$ cat config.mk
export PLATFORM = sky130hd
export DESIGN_NAME = branch_control_unit_flat
export DESIGN_NICKNAME = d
export VERILOG_FILES = /design/src/rtl/branch_pkg.sv /design/src/rtl/branch_control_unit_if.sv /design/src/rtl/nzcv_register.sv /design/src/rtl/branch_control_unit.sv /design/src/flat_wrapper.sv
export SDC_FILE = /design/constraint.sdc
export NUM_CORES = 1
export LEC_CHECK = 0
export ABC_AREA = 1
export CORE_ASPECT_RATIO = 2
export CORE_MARGIN = 3
export CORE_UTILIZATION = 45
export DETAILED_ROUTE_END_ITERATION = 10
export PLACE_DENSITY_LB_ADDON = 0.1
export SLEW_MARGIN = 20
export SYNTH_ARGS = -nofsm -noshare
export SYNTH_HDL_FRONTEND = slang
export SYNTH_SLANG_ARGS = --single-unit
$ cat constraint.sdc
create_clock -name clk -period 4.7 [get_ports clk]
set_input_delay 0.47 -clock clk [delete_from_list [all_inputs] [get_ports clk]]
set_output_delay 0.47 -clock clk [all_outputs]
set_load 0.01 [all_outputs]
$ cat src/rtl/branch_pkg.sv
// Shared definitions for the branch control unit.
//   - bcu_state_e : redirect sequencer states (IDLE -> REDIRECT -> DRAIN -> IDLE)
//   - FLAG_*      : bit positions of N, Z, C, V inside the 4-bit flags word
//   - NZCV_W      : width of the flags word
package branch_pkg;

    typedef enum logic [1:0] {
        IDLE     = 2'd0,
        REDIRECT = 2'd1,
        DRAIN    = 2'd2
    } bcu_state_e;

    localparam int NZCV_W = 4;
    localparam int FLAG_N = 3;
    localparam int FLAG_Z = 2;
    localparam int FLAG_C = 1;
    localparam int FLAG_V = 0;

endpackage

$ cat src/rtl/branch_control_unit_if.sv
// Bundle between the Execute stage / hazard unit and the branch control unit.
//   master : pipeline side, drives Execute-stage information, receives redirect/flush
//   slave  : branch control unit side
// Inputs to the unit : StallE, ValidE, BranchE, CondExE, FlagWriteE, ALUFlagsE, BranchTargetE
// Outputs of the unit: Flags, PCSrc, PCTarget, FlushD, FlushE, TakenCount
interface branch_control_unit_if #(
    parameter int ADDR_W = 32,
    parameter int CNT_W  = 16
);
    logic              StallE;
    logic              ValidE;
    logic              BranchE;
    logic              CondExE;
    logic              FlagWriteE;
    logic [3:0]        ALUFlagsE;
    logic [ADDR_W-1:0] BranchTargetE;
    logic [3:0]        Flags;
    logic              PCSrc;
    logic [ADDR_W-1:0] PCTarget;
    logic              FlushD;
    logic              FlushE;
    logic [CNT_W-1:0]  TakenCount;

    modport master (
        output StallE, ValidE, BranchE, CondExE, FlagWriteE, ALUFlagsE, BranchTargetE,
        input  Flags, PCSrc, PCTarget, FlushD, FlushE, TakenCount
    );

    modport slave (
        input  StallE, ValidE, BranchE, CondExE, FlagWriteE, ALUFlagsE, BranchTargetE,
        output Flags, PCSrc, PCTarget, FlushD, FlushE, TakenCount
    );
endinterface

$ cat src/rtl/nzcv_register.sv
// Architectural NZCV flags register: 4-bit register with load enable and
// asynchronous active-low reset to all zeros.
//   clk, rst_n : clock / async reset
//   en_i       : load d_i at the rising edge
//   d_i        : new flags {N,Z,C,V}
//   q_o        : stored flags {N,Z,C,V}
module nzcv_register
    import branch_pkg::*;
(
    input  logic              clk,
    input  logic              rst_n,
    input  logic              en_i,
    input  logic [NZCV_W-1:0] d_i,
    output logic [NZCV_W-1:0] q_o
);

    logic [NZCV_W-1:0] flags_q;
    logic [NZCV_W-1:0] flags_d;

    // Next-state: load all four flags together or hold.
    always_comb begin
        flags_d = flags_q;
        if (en_i) begin
            flags_d[FLAG_N] = d_i[FLAG_N];
            flags_d[FLAG_Z] = d_i[FLAG_Z];
            flags_d[FLAG_C] = d_i[FLAG_C];
            flags_d[FLAG_V] = d_i[FLAG_V];
        end else begin
            flags_d = flags_q;
        end
    end

    // Flags storage with asynchronous clear.
    always_ff @(posedge clk or negedge rst_n) begin
        if (!rst_n) begin
            flags_q <= 4'b0000;
        end else begin
            flags_q <= flags_d;
        end
    end

    assign q_o = flags_q;

endmodule

$ cat src/rtl/branch_control_unit.sv
// Branch control unit: resolves taken branches in Execute, redirects fetch,
// squashes the two wrong-path instructions behind the branch, keeps the
// architectural NZCV flags and counts taken branches (saturating).
//   clk, rst_n : clock / asynchronous active-low reset
//   bus        : branch_control_unit_if.slave
//                in : StallE, ValidE, BranchE, CondExE, FlagWriteE, ALUFlagsE, BranchTargetE
//                out: Flags, PCSrc, PCTarget, FlushD, FlushE, TakenCount (all registered)
module branch_control_unit
    import branch_pkg::*;
#(
    parameter int ADDR_W = 32,
    parameter int CNT_W  = 16
) (
    input  logic                  clk,
    input  logic                  rst_n,
    branch_control_unit_if.slave  bus
);

    bcu_state_e        state_q, state_d;
    logic [ADDR_W-1:0] target_q, target_d;
    logic [CNT_W-1:0]  count_q, count_d;
    logic              pcsrc_q, pcsrc_d;
    logic              flushd_q, flushd_d;
    logic              flushe_q, flushe_d;

    logic              commit_s;
    logic              take_s;
    logic              flag_we_s;

    // Saturating +1: the counter sticks at all-ones instead of wrapping.
    function automatic logic [CNT_W-1:0] sat_inc(input logic [CNT_W-1:0] v);
        if (v == {CNT_W{1'b1}}) begin
            return v;
        end else begin
            return v + {{(CNT_W-1){1'b0}}, 1'b1};
        end
    endfunction

    // Only a valid, unstalled instruction seen while IDLE is architecturally
    // real; anything arriving during REDIRECT/DRAIN is wrong-path.
    assign commit_s  = bus.ValidE & ~bus.StallE & (state_q == IDLE);
    assign take_s    = commit_s & bus.BranchE & bus.CondExE;
    assign flag_we_s = commit_s & bus.FlagWriteE & bus.CondExE;

    // Sequencer next-state and registered-output decode.
    always_comb begin
        state_d  = state_q;
        target_d = target_q;
        count_d  = count_q;
        pcsrc_d  = pcsrc_q;
        flushd_d = flushd_q;
        flushe_d = flushe_q;
        if (bus.StallE) begin
            // Frozen: everything keeps its current value.
            state_d  = state_q;
        end else begin
            case (state_q)
                IDLE: begin
                    if (take_s) begin
                        state_d  = REDIRECT;
                        target_d = bus.BranchTargetE;
                        count_d  = sat_inc(count_q);
                        pcsrc_d  = 1'b1;
                        flushd_d = 1'b1;
                        flushe_d = 1'b1;
                    end else begin
                        state_d  = IDLE;
                        pcsrc_d  = 1'b0;
                        flushd_d = 1'b0;
                        flushe_d = 1'b0;
                    end
                end
                REDIRECT: begin
                    // Second wrong-path instruction is still in Decode.
                    state_d  = DRAIN;
                    pcsrc_d  = 1'b0;
                    flushd_d = 1'b1;
                    flushe_d = 1'b0;
                end
                DRAIN: begin
                    state_d  = IDLE;
                    pcsrc_d  = 1'b0;
                    flushd_d = 1'b0;
                    flushe_d = 1'b0;
                end
                default: begin
                    state_d  = IDLE;
                    pcsrc_d  = 1'b0;
                    flushd_d = 1'b0;
                    flushe_d = 1'b0;
                end
            endcase
        end
    end

    // Sequencer, redirect target, counter and output registers.
    always_ff @(posedge clk or negedge rst_n) begin
        if (!rst_n) begin
            state_q  <= IDLE;
            target_q <= {ADDR_W{1'b0}};
            count_q  <= {CNT_W{1'b0}};
            pcsrc_q  <= 1'b0;
            flushd_q <= 1'b0;
            flushe_q <= 1'b0;
        end else begin
            state_q  <= state_d;
            target_q <= target_d;
            count_q  <= count_d;
            pcsrc_q  <= pcsrc_d;
            flushd_q <= flushd_d;
            flushe_q <= flushe_d;
        end
    end

    nzcv_register u_nzcv (
        .clk   (clk),
        .rst_n (rst_n),
        .en_i  (flag_we_s),
        .d_i   (bus.ALUFlagsE),
        .q_o   (bus.Flags)
    );

    assign bus.PCSrc      = pcsrc_q;
    assign bus.PCTarget   = target_q;
    assign bus.FlushD     = flushd_q;
    assign bus.FlushE     = flushe_q;
    assign bus.TakenCount = count_q;

endmodule

$ cat src/flat_wrapper.sv
// flat-port wrapper written by rule: the top's interface ports become plain ports
module branch_control_unit_flat import branch_pkg::*;
#(
    parameter int ADDR_W = 32,
    parameter int CNT_W  = 16
)
  (clk, rst_n, bus_StallE, bus_ValidE, bus_BranchE, bus_CondExE, bus_FlagWriteE, bus_ALUFlagsE, bus_BranchTargetE, bus_Flags, bus_PCSrc, bus_PCTarget, bus_FlushD, bus_FlushE, bus_TakenCount);
  branch_control_unit_if #(.ADDR_W(ADDR_W), .CNT_W(CNT_W)) bus_i ();
  input  logic clk;
  input  logic rst_n;
  input wire logic [$bits(bus_i.StallE)-1:0] bus_StallE;
  input wire logic [$bits(bus_i.ValidE)-1:0] bus_ValidE;
  input wire logic [$bits(bus_i.BranchE)-1:0] bus_BranchE;
  input wire logic [$bits(bus_i.CondExE)-1:0] bus_CondExE;
  input wire logic [$bits(bus_i.FlagWriteE)-1:0] bus_FlagWriteE;
  input wire logic [$bits(bus_i.ALUFlagsE)-1:0] bus_ALUFlagsE;
  input wire logic [$bits(bus_i.BranchTargetE)-1:0] bus_BranchTargetE;
  output wire logic [$bits(bus_i.Flags)-1:0] bus_Flags;
  output wire logic [$bits(bus_i.PCSrc)-1:0] bus_PCSrc;
  output wire logic [$bits(bus_i.PCTarget)-1:0] bus_PCTarget;
  output wire logic [$bits(bus_i.FlushD)-1:0] bus_FlushD;
  output wire logic [$bits(bus_i.FlushE)-1:0] bus_FlushE;
  output wire logic [$bits(bus_i.TakenCount)-1:0] bus_TakenCount;
  assign bus_i.StallE = bus_StallE;
  assign bus_i.ValidE = bus_ValidE;
  assign bus_i.BranchE = bus_BranchE;
  assign bus_i.CondExE = bus_CondExE;
  assign bus_i.FlagWriteE = bus_FlagWriteE;
  assign bus_i.ALUFlagsE = bus_ALUFlagsE;
  assign bus_i.BranchTargetE = bus_BranchTargetE;
  assign bus_Flags = bus_i.Flags;
  assign bus_PCSrc = bus_i.PCSrc;
  assign bus_PCTarget = bus_i.PCTarget;
  assign bus_FlushD = bus_i.FlushD;
  assign bus_FlushE = bus_i.FlushE;
  assign bus_TakenCount = bus_i.TakenCount;
  branch_control_unit #(.ADDR_W(ADDR_W), .CNT_W(CNT_W)) u_core (.clk(clk), .rst_n(rst_n), .bus(bus_i));
endmodule
==> flow_summary.ini <==
[finish]
stdcell_area_um2 = 3649
final_nets = 458
regArea_um2 = 1376
diodes = 0
multi_input_area_um2 = 1055
layout-drive-gt1-share_pct = 5.060
fill_cells = 472
syn2layout_area_growth_pct = 43.15
fin_cells = 475

[critical_path]
cp-start-kind = primary input
critical_path_class = in2reg
critPathRequiredTime_ps = 4910
cp.arrival_ps = 2770
cp_slowest_stage_delay_ps = 660
slowest_stage = inv_2
reg2reg_depth = 6
r2r-start = u_core.state_q[0]$_DFFE_PN0N_
crit_chain = clkdlybuf4s50_1 -> nor2_2 -> nand4_4 -> inv_2 -> nand2_4 -> nand2_1 -> nand2_1
startpoint = bus_StallE
r2r_slack_ps = 2470
cp_max_fo = 38
crit_path_frequent_cell = nand2_1
cp-end-kind = register
cp-endpoint = u_core.bus.TakenCount[14]$_DFFE_PN0P_
r2r_end = u_core.bus.TakenCount[14]$_DFFE_PN0P_

[floorplan]
dieArea_um2 = 6658
die_height_um = 112.4
io_pins = 98
die_w_um = 59.22
rows = 38
core-area_um2 = 5468
start_util_pct = 46.61

[clock_network]
cts.sinks = 55
cts_buffer_depth = 2
cts_made_buffers = 5
tritoncts = built
cts_resized = 0
cts_hold_buffers = 0
cts-root-buf = clkbuf_8
h-tree-depth = 2
clk_latency_ps = 310
postCtsSetupBuffers = 0
path_clk_slew_ps = 100

[synth]
avgSynthCellArea_um2 = 8.015
yosysWarnings = 0
synth_edf_count = 0
synth_common_cells = 178 x nand2_1, 55 x dfrtp_1, 18 x nand3_1, 17 x nor2_1, 13 x inv_1
yosysMostFrequentCell = nand2_1
async_reset_ff_share_pct = 100.0
ys_types = 22
ys_seq_area_share_pct = 54.00
synth_seq_cells = 55
synth_top_area_share_pct = 54.00
synthCells = 318
synth_ff_type = dfrtp_1
yosys.area.top_type = dfrtp_1
syn-cell-area_um2 = 2549
synth.area.top_cells = dfrtp_1 54%, nand2_1 26%, nand3_1 3.5%
syn-num-nets = 362

[timing]
fin_tns_setup_ps = 0
clock_skew_ps = 5.359
setup_ws_ps = 2142
min_period_ps = 2558
tightest_slew_ps = 683.4
max_slew_margin_pct = 54.44
hold_viol_final = 0
fin_crit_sh_pct = 54.42
holdWs_ps = 261.1
setup_violations = 0
clock.fmax_mhz = 390.9
drv_slew = 0
rsz0062_at_grt = no

[detailed_routing]
routedWlPerCell_um = 12.96
drtAntennaViolNets = 0
drt_first_pass_iters = 4
dr_total_vias = 2287
wl_um = 6155
drc_errors = 0
drtIter0Drc = 74
viasPerCell = 4.815

[place]
gp_routability_congestion = 0.8002
pre_cts_slack_ps = 1754
hpwl_um = 4603
portBuffers = 97
place_area_um2 = 3532
dp_cells = 467

[pwr]
p_int_uw = 929.5
power.share.switching_pct = 28.34
p_sw_uw = 367.7
seqPwrFrac_pct = 47.6
power_frac_comb_pct = 27.6
ir_drop_mv = 0.2582
leakagePower_nw = 1.759
clockPowerShare_pct = 24.8
p_per_area_nw_per_um2 = 355.5

[global_routing]
grt_max_degree = 56
grt_pass1_vias = 2300
grt_first_pass_wirelength_um = 10180
grtUsageTotal_pct = 19.89
grt-ovfl-total = 0
antenna_found_initial = 0

[status]
outcome = complete, no violations

[min_path]
min_path_type = in2async

[job]
max-cap-violations = 0
## kinds of logic (layout without fill, tap and decap cells)
group                      count (synthesis)  after routing  synth area share, %
and+or+nand+nor                          229            229                37.90
DFF                                       55             55                54.00
buffers and inverters                     23            120                4.615
xor gates and xnor gates                   7              7                2.406
AOI/OAI and AO/OA                          3              3               0.5889
adders and majority gates                  1              1               0.4908
## per-layer routing
| layer | GRT usage, % | part of all wire (%) | up-vias |
|---|---|---|---|
| met4 | 11.20 | 2.8 | 0 |
| met3 | 4.488 | 5.3 | 11 |
| met2 | 34.04 | 54 | 62 |
| met5 | 0 | 0 | - |
| met1 | 21.52 | 38 | 1052 |
| li1 | - | - | 1162 |
## area by class of cell
class | count | share of cell area (%)
Sequential cell | 55 | 37.72
Multi-Input combinational cell | 240 | 28.91
Timing Repair Buffer | 98 | 26.68
Tap cell | 60 | 2.058
Clock buffer | 5 | 1.886
Inverter | 14 | 1.440
Clock inverter | 3 | 1.303
## through the flow
stage	power (mW)	utilization, %
after floorplan	0.7429	-
after global placement	0.9832	64.60
after detailed placement	0.9880	64.60
after CTS	1.317	66.73
after global routing	1.369	66.73
final	1.297	66.73
## power groups by stage
stage | logic, mW | registers, mW | clock network [mW]
after floorplan | 0.0876 | 0.655 | 0
after global placement | 0.358 | 0.625 | 0
after detailed placement | 0.364 | 0.624 | 0
after CTS | 0.365 | 0.618 | 0.334
after global routing | 0.393 | 0.629 | 0.347
final | 0.358 | 0.617 | 0.322
## sequential cells by signal, indices dropped and copies added (netlist names)
register and flops:
u_core.bus.PCTarget 32, u_core.state_q 2, u_core.bus.FlushD 1, u_core.bus.TakenCount 16, u_core.u_nzcv.q_o 4
## layout by cell type (no fill, tap or decap)
master / instances
nand2_1: 178
clkdlybuf4s50_1: 96
dfrtp_1: 55
nand3_1: 18
nor2_1: 17
inv_1: 13
clkbuf_8: 5
xor2_1: 4
nor2_2: 3
o21ai_0: 3
nand4_1: 3
nand3b_1: 3
xnor2_1: 3
nand2_2: 2
nor2_4: 2
nand4_4: 1
inv_2: 1
nor3_4: 1
nand2_4: 1
ha_1: 1
clkinv_4: 1
bufinv_16: 1
inv_6: 1
buf_2: 1
buf_4: 1
## worst max-delay path: cells and delay by family
| family | cells | cell delay, ps |
|---|---|---|
| simple gates | 5 | 1060 |
| buf+inv | 2 | 1220 |
## how the worst min path moves through the flow
stage                     cells past startpoint                               start                                   end  slack, ps
final                                         2                               rst_n  u_core.bus.TakenCount[5]$_DFFE_PN0P_        260
after global routing                          2                               rst_n  u_core.bus.TakenCount[5]$_DFFE_PN0P_        320
after CTS                                     2                               rst_n  u_core.bus.TakenCount[5]$_DFFE_PN0P_        290
after detailed placement                      2  u_core.bus.PCTarget[7]$_DFFE_PN0P_    u_core.bus.PCTarget[7]$_DFFE_PN0P_        460
after global placement                        2    u_core.u_nzcv.q_o[1]$_DFFE_PN0P_      u_core.u_nzcv.q_o[1]$_DFFE_PN0P_        450
after floorplan                               0                               rst_n         u_core.bus.FlushD$_DFFE_PN0N_        170
(Power assumes the default switching activity.)
==> RTL edit 1, RTL diff (same settings) <==
`ADDR_W` is set to 32 in 3 places; all go to 48.
--- a/src/rtl/branch_control_unit_if.sv
+++ b/src/rtl/branch_control_unit_if.sv
@@ -6,3 +6,3 @@
 interface branch_control_unit_if #(
-    parameter int ADDR_W = 32,
+    parameter int ADDR_W = 48,
     parameter int CNT_W  = 16
--- a/src/rtl/branch_control_unit.sv
+++ b/src/rtl/branch_control_unit.sv
@@ -10,3 +10,3 @@
 #(
-    parameter int ADDR_W = 32,
+    parameter int ADDR_W = 48,
     parameter int CNT_W  = 16
--- a/src/flat_wrapper.sv
+++ b/src/flat_wrapper.sv
@@ -3,3 +3,3 @@
 #(
-    parameter int ADDR_W = 32,
+    parameter int ADDR_W = 48,
     parameter int CNT_W  = 16
Ports: changed (resized bus_BranchTargetE and bus_PCTarget); port bits go from 98 to 130. The function was not compared with the original's and may differ.
==> RTL edit 1 against the original RTL <==
Design area is 33% higher. Sequential share of layout area is 1.0 points lower. Routed wire length up 37%. Count of clock-buffer cells in the layout up 8. Via count rose by 28%. Sequential cell count rose by 16. Non-clock buffer count grew 32. Setup slack lost 0.27 ns. Synthesized area increased by 26%. Worst hold slack better by 0.079 ns. Power up 55%. Register-to-register slack got worse by 0.26 ns. Critical path type unchanged. Critical endpoint is now u_core.bus.TakenCount[8]. Largest power group unchanged.
==> RTL edit 1: results (changes against the original RTL) <==
- Gr usage total: 22.4% (+2.5 points)
- H-tree depth: 3 (+1)
- M1 WL: 3000 um (+30%)
- Largest net degree at the start of global routing: 72 (+29%)
- Compound-cell area share of the yosys netlist: 0.469% (-0.12 points)
- Critical Path AT: 3.04 ns (+0.27 ns)
- Met2 wire len: 4780 um (+43%)
- Worst clock skew: 0.00544 ns (+0.0000810 ns)
- Clock Latency Late Sink: 0.33 ns (+0.02 ns)
- Outcome: complete, no violations
- WL/cell: 13.9 um (+7.5%)
- Post-DP HPWL: 6170 um (+34%)
- Net Sw Frac: 26.5% (-1.9 points)
- Port bufs: 129 (+33%)
- Worst R2R End: u_core.bus.TakenCount[8]
- Final net count: 574 (+25%)
- CTS Buf Count: 9 (+4)
- Number of global-route vias before repair: 3,008 (+31%)
- Synth Area in XOR/XNOR: 1.92% (-0.49 points)
- Reg clk slew, reported paths: 0.05 ns (-0.05 ns)
- GP Congestion: 0.797 (-0.40%)
- Hold Slack: 0.340 ns (+0.0794 ns)
- Mean Syn Cell Area: 8.31 um2 (+3.7%)
- Syn_nets: 445 (+23%)
- Leak: 2.36 nW (+34%)
- Share of cells above drive strength 1: 7.90% (+2.8 points)
- Dpl cells: 591 (+27%)
- Synth unique cells: 24 (+9.1%)
- Synth Area in Adders: 0.391% (-0.10 points)
- Max reg flops: 48 (+50%)
- Drt via density: 4.81 (about the same)
- Max VDD drop: 0.301 mV (+17%)
- First-pass GRT wire length: 14,000 um (+38%)
RTL edit 1: how the worst max path moves through the flow:
stage / cells after the start / end / slack [ns]
2_1_floorplan: 10 / u_core.bus.TakenCount[9] / 3.05
3_3_place_gp: 7 / u_core.bus.TakenCount[7] / 1.59
3_5_place_dp: 7 / u_core.bus.TakenCount[5] / 1.52
4_1_cts: 7 / u_core.bus.TakenCount[8] / 1.86
5_1_grt: 7 / u_core.bus.TakenCount[8] / 1.73
6_report: 7 / u_core.bus.TakenCount[8] / 1.87
RTL edit 1: per-stage QoR:
stage / util (%) / area, um2
6_report: 71.4 / 4840
5_1_grt: 71.4 / 4840
4_1_cts: 71.4 / 4840
3_5_place_dp: 66.8 / 4530
3_3_place_gp: 66.8 / 4530
2_1_floorplan: - / 3200
RTL edit 1: cell type report:
cell class	count	area [um2]	area share [%]
Clock buffer	13	270	5.58
Clock inverter	3	40.0	0.827
Inverter	14	55.1	1.14
Multi-Input combinational cell	288	1290	26.8
Sequential cell	71	1780	36.7
Tap cell	88	110	2.27
Timing Repair Buffer	130	1290	26.7
RTL edit 1: critical path: stages:
cell	delay, ns
clkdlybuf4s50_1	0.59
nor2_2	0.24
nand4_4	0.63
inv_4	0.74
nand2_8	0.19
nand2_1	0.10
nand2_1	0.06
RTL edit 1: power groups by stage:
stage	Combinational, mW	Sequential [mW]	Clock [mW]
floorplan	0.118	0.863	0
detailed placement	0.515	0.811	0
global placement	0.506	0.811	0
finish	0.508	0.806	0.692
global route	0.553	0.822	0.730
CTS	0.517	0.806	0.705
RTL edit 1: metal layers:
layer  vias to the layer above  GRT usage, %
li1                       1434             -
met1                      1380          22.9
met2                        94          39.1
met3                        12          6.82
met4                         0          12.2
met5                         -             0
==> RTL edit 2, RTL diff (config.mk and constraints unchanged) <==
Made on the original files. Encoding of `bcu_state_e`: now one-hot (3 bits for 3 states).
--- a/src/rtl/branch_pkg.sv
+++ b/src/rtl/branch_pkg.sv
@@ -6,6 +6,6 @@
 
-    typedef enum logic [1:0] {
-        IDLE     = 2'd0,
-        REDIRECT = 2'd1,
-        DRAIN    = 2'd2
+    typedef enum logic [2:0] {
+        IDLE     = 3'b001,
+        REDIRECT = 3'b010,
+        DRAIN    = 3'b100
     } bcu_state_e;
Behaviour: same outputs for any inputs over 10 cycles, from zero or initial values and one cycle with rst_n low; not proved beyond that.
==> RTL edit 2 against the original RTL <==
Register-to-register slack gained 0.09 ns. Sequential cell count rose by 2. Combinational power is 4% higher. Core utilization increased by 1.8 points. Synthesized area increased by 4.4%. Routed wire length grew 10%. Via count grew 5.8%. Design area is 7.2% higher. Power is 21% higher. Count of clock-buffer cells in the layout increased by 7. Worst hold slack improved by 0.015 ns. Setup slack better by 0.26 ns. Sequential share of layout area shrank 1.2 points. Critical endpoint is now u_core.bus.TakenCount[5]. Largest power group unchanged.
==> RTL edit 2: results (changes against the original RTL) <==
- Outcome: complete, no violations
- Largest net degree at the start of global routing: 58 (+3.6%)
- Cell area after placement: 3650 um2 (+3.4%)
- Slew HR: 48.1% (-6.3 points)
- Cell at the slowest stage of the critical path: nor2_4
- Final net count: 474 (+3.5%)
- Most common library cells after synthesis: 190 x nand2_1, 56 x dfrtp_1, 16 x nor2_1
- Vias: 2,419 (+5.8%)
- Reg clk slew, reported paths: 0.05 ns (-0.05 ns)
- Largest stage delay, worst path: 0.62 ns (-0.04 ns)
- Synth unique cells: 25 (+14%)
- Share of cells above drive strength 1: 6.90% (+1.8 points)
- Clock Tree Root: clkbuf_16
- Sequential fraction of the synthesis area: 53.7% (-0.33 points)
- Leak: 1.89 nW (+7.2%)
- DR pass1 iterations: 6 (+2)
- Post-DP HPWL: 4920 um (+6.9%)
- Area contributors post-synth: dfrtp_1 53%, nand2_1 27%, nor2_1 2.3%
- Top Family by Delay on Critical Path: simple AND/OR/NAND/NOR gates
- CTS Buf Count: 9 (+4)
- First-pass GRT wire length: 11,100 um (+8.7%)
- Net Sw Frac: 27.1% (-1.2 points)
- Fill cells: 508 (+7.6%)
- Reg2reg path depth: 7 (+1)
- Initial DRC count: 109 (+47%)
- Gr usage total: 21.7% (+1.8 points)
- Worst clock skew: 0.00603 ns (+0.000670 ns)
==> RTL edit 2: changes by cell type after synthesis, sizes merged, moves of 2 or more <==
| cell | change |
|---|---|
| nand2 | +12 |
| nand3 | -9 |
| o21ai | +6 |
| nand3b | -2 |
==> RTL edit 2: per-layer routing <==
metal	up-vias	global-route usage (%)	part of all wire (%)
met5	-	0	0
met4	0	11.2	2.9
met3	13	5.73	5.0
met2	68	36.9	55
met1	1123	23.7	37
li1	1215	-	-
==> RTL edit 2: path summary, 6_finish.rpt <==
check	start	to	slack [ns]
setup / recovery	bus_StallE	u_core.bus.TakenCount[5]	2.40
hold / removal	rst_n	u_core.bus.TakenCount[0]	0.28
setup reg to reg	u_core.state_q[0]	u_core.bus.TakenCount[5]	2.56
hold reg to reg	u_core.bus.PCTarget[8]	u_core.bus.PCTarget[8]	0.48
max in group asynchronous	rst_n	u_core.u_nzcv.q_o[2]	3.91
min in group clk	u_core.bus.PCTarget[8]	u_core.bus.PCTarget[8]	0.48
==> RTL edit 2: final cells by class <==
type,instances,area [um2],share of cell area [%]
clock buffers,12,236,6.05
clock inverters,4,20.0,0.512
inverters,14,52.6,1.34
multi-input cells,250,1120,28.7
flip-flops and latches,57,1430,36.5
well taps,61,76.3,1.95
repair buffers,98,973,24.9
==> RTL edit 2: worst reg2reg max path, stage by stage (launching register included) <==
cell and delay, ns:
dfstp_2 0.51, inv_1 0.07, nor3_4 0.21, nand2_1 0.13, nor2_4 0.62, o21ai_4 0.30, nand2_1 0.14, nand2_1 0.05
==> RTL edit 2: kinds of logic (layout without fill, tap and decap cells) <==
| group | count (synthesis) | after routing | synth area share, % |
|---|---|---|---|
| flip-flops | 57 | 57 | 53.7 |
| AND/OR/NAND/NOR | 231 | 231 | 36.8 |
| adder cells (fa/ha/maj) | 1 | 1 | 0.470 |
| buffers and inverters | 23 | 128 | 4.09 |
| XOR/XNOR | 7 | 7 | 2.30 |
| AO/OA/AOI/OAI | 11 | 11 | 2.63 |
==> RTL edit 2: stage by stage <==
step / worst slack [ns] / hold WS, ns / std cells
after global placement: 2.14 / 0.461 / 480
after CTS: 2.39 / 0.313 / 496
final: 2.40 / 0.276 / 496
after floorplan: 3.11 / 0.174 / 330
after detailed placement: 2.06 / 0.466 / 480
after global routing: 2.25 / 0.343 / 496
==> RTL edit 2: power groups by stage <==
| stage | combinational, mW | sequential [mW] | clock, mW |
|---|---|---|---|
| 5_1_grt | 0.407 | 0.650 | 0.598 |
| 2_1_floorplan | 0.0910 | 0.679 | 0 |
| 4_1_cts | 0.379 | 0.640 | 0.578 |
| 3_3_place_gp | 0.372 | 0.645 | 0 |
| 6_report | 0.372 | 0.639 | 0.565 |
| 3_5_place_dp | 0.378 | 0.644 | 0 |
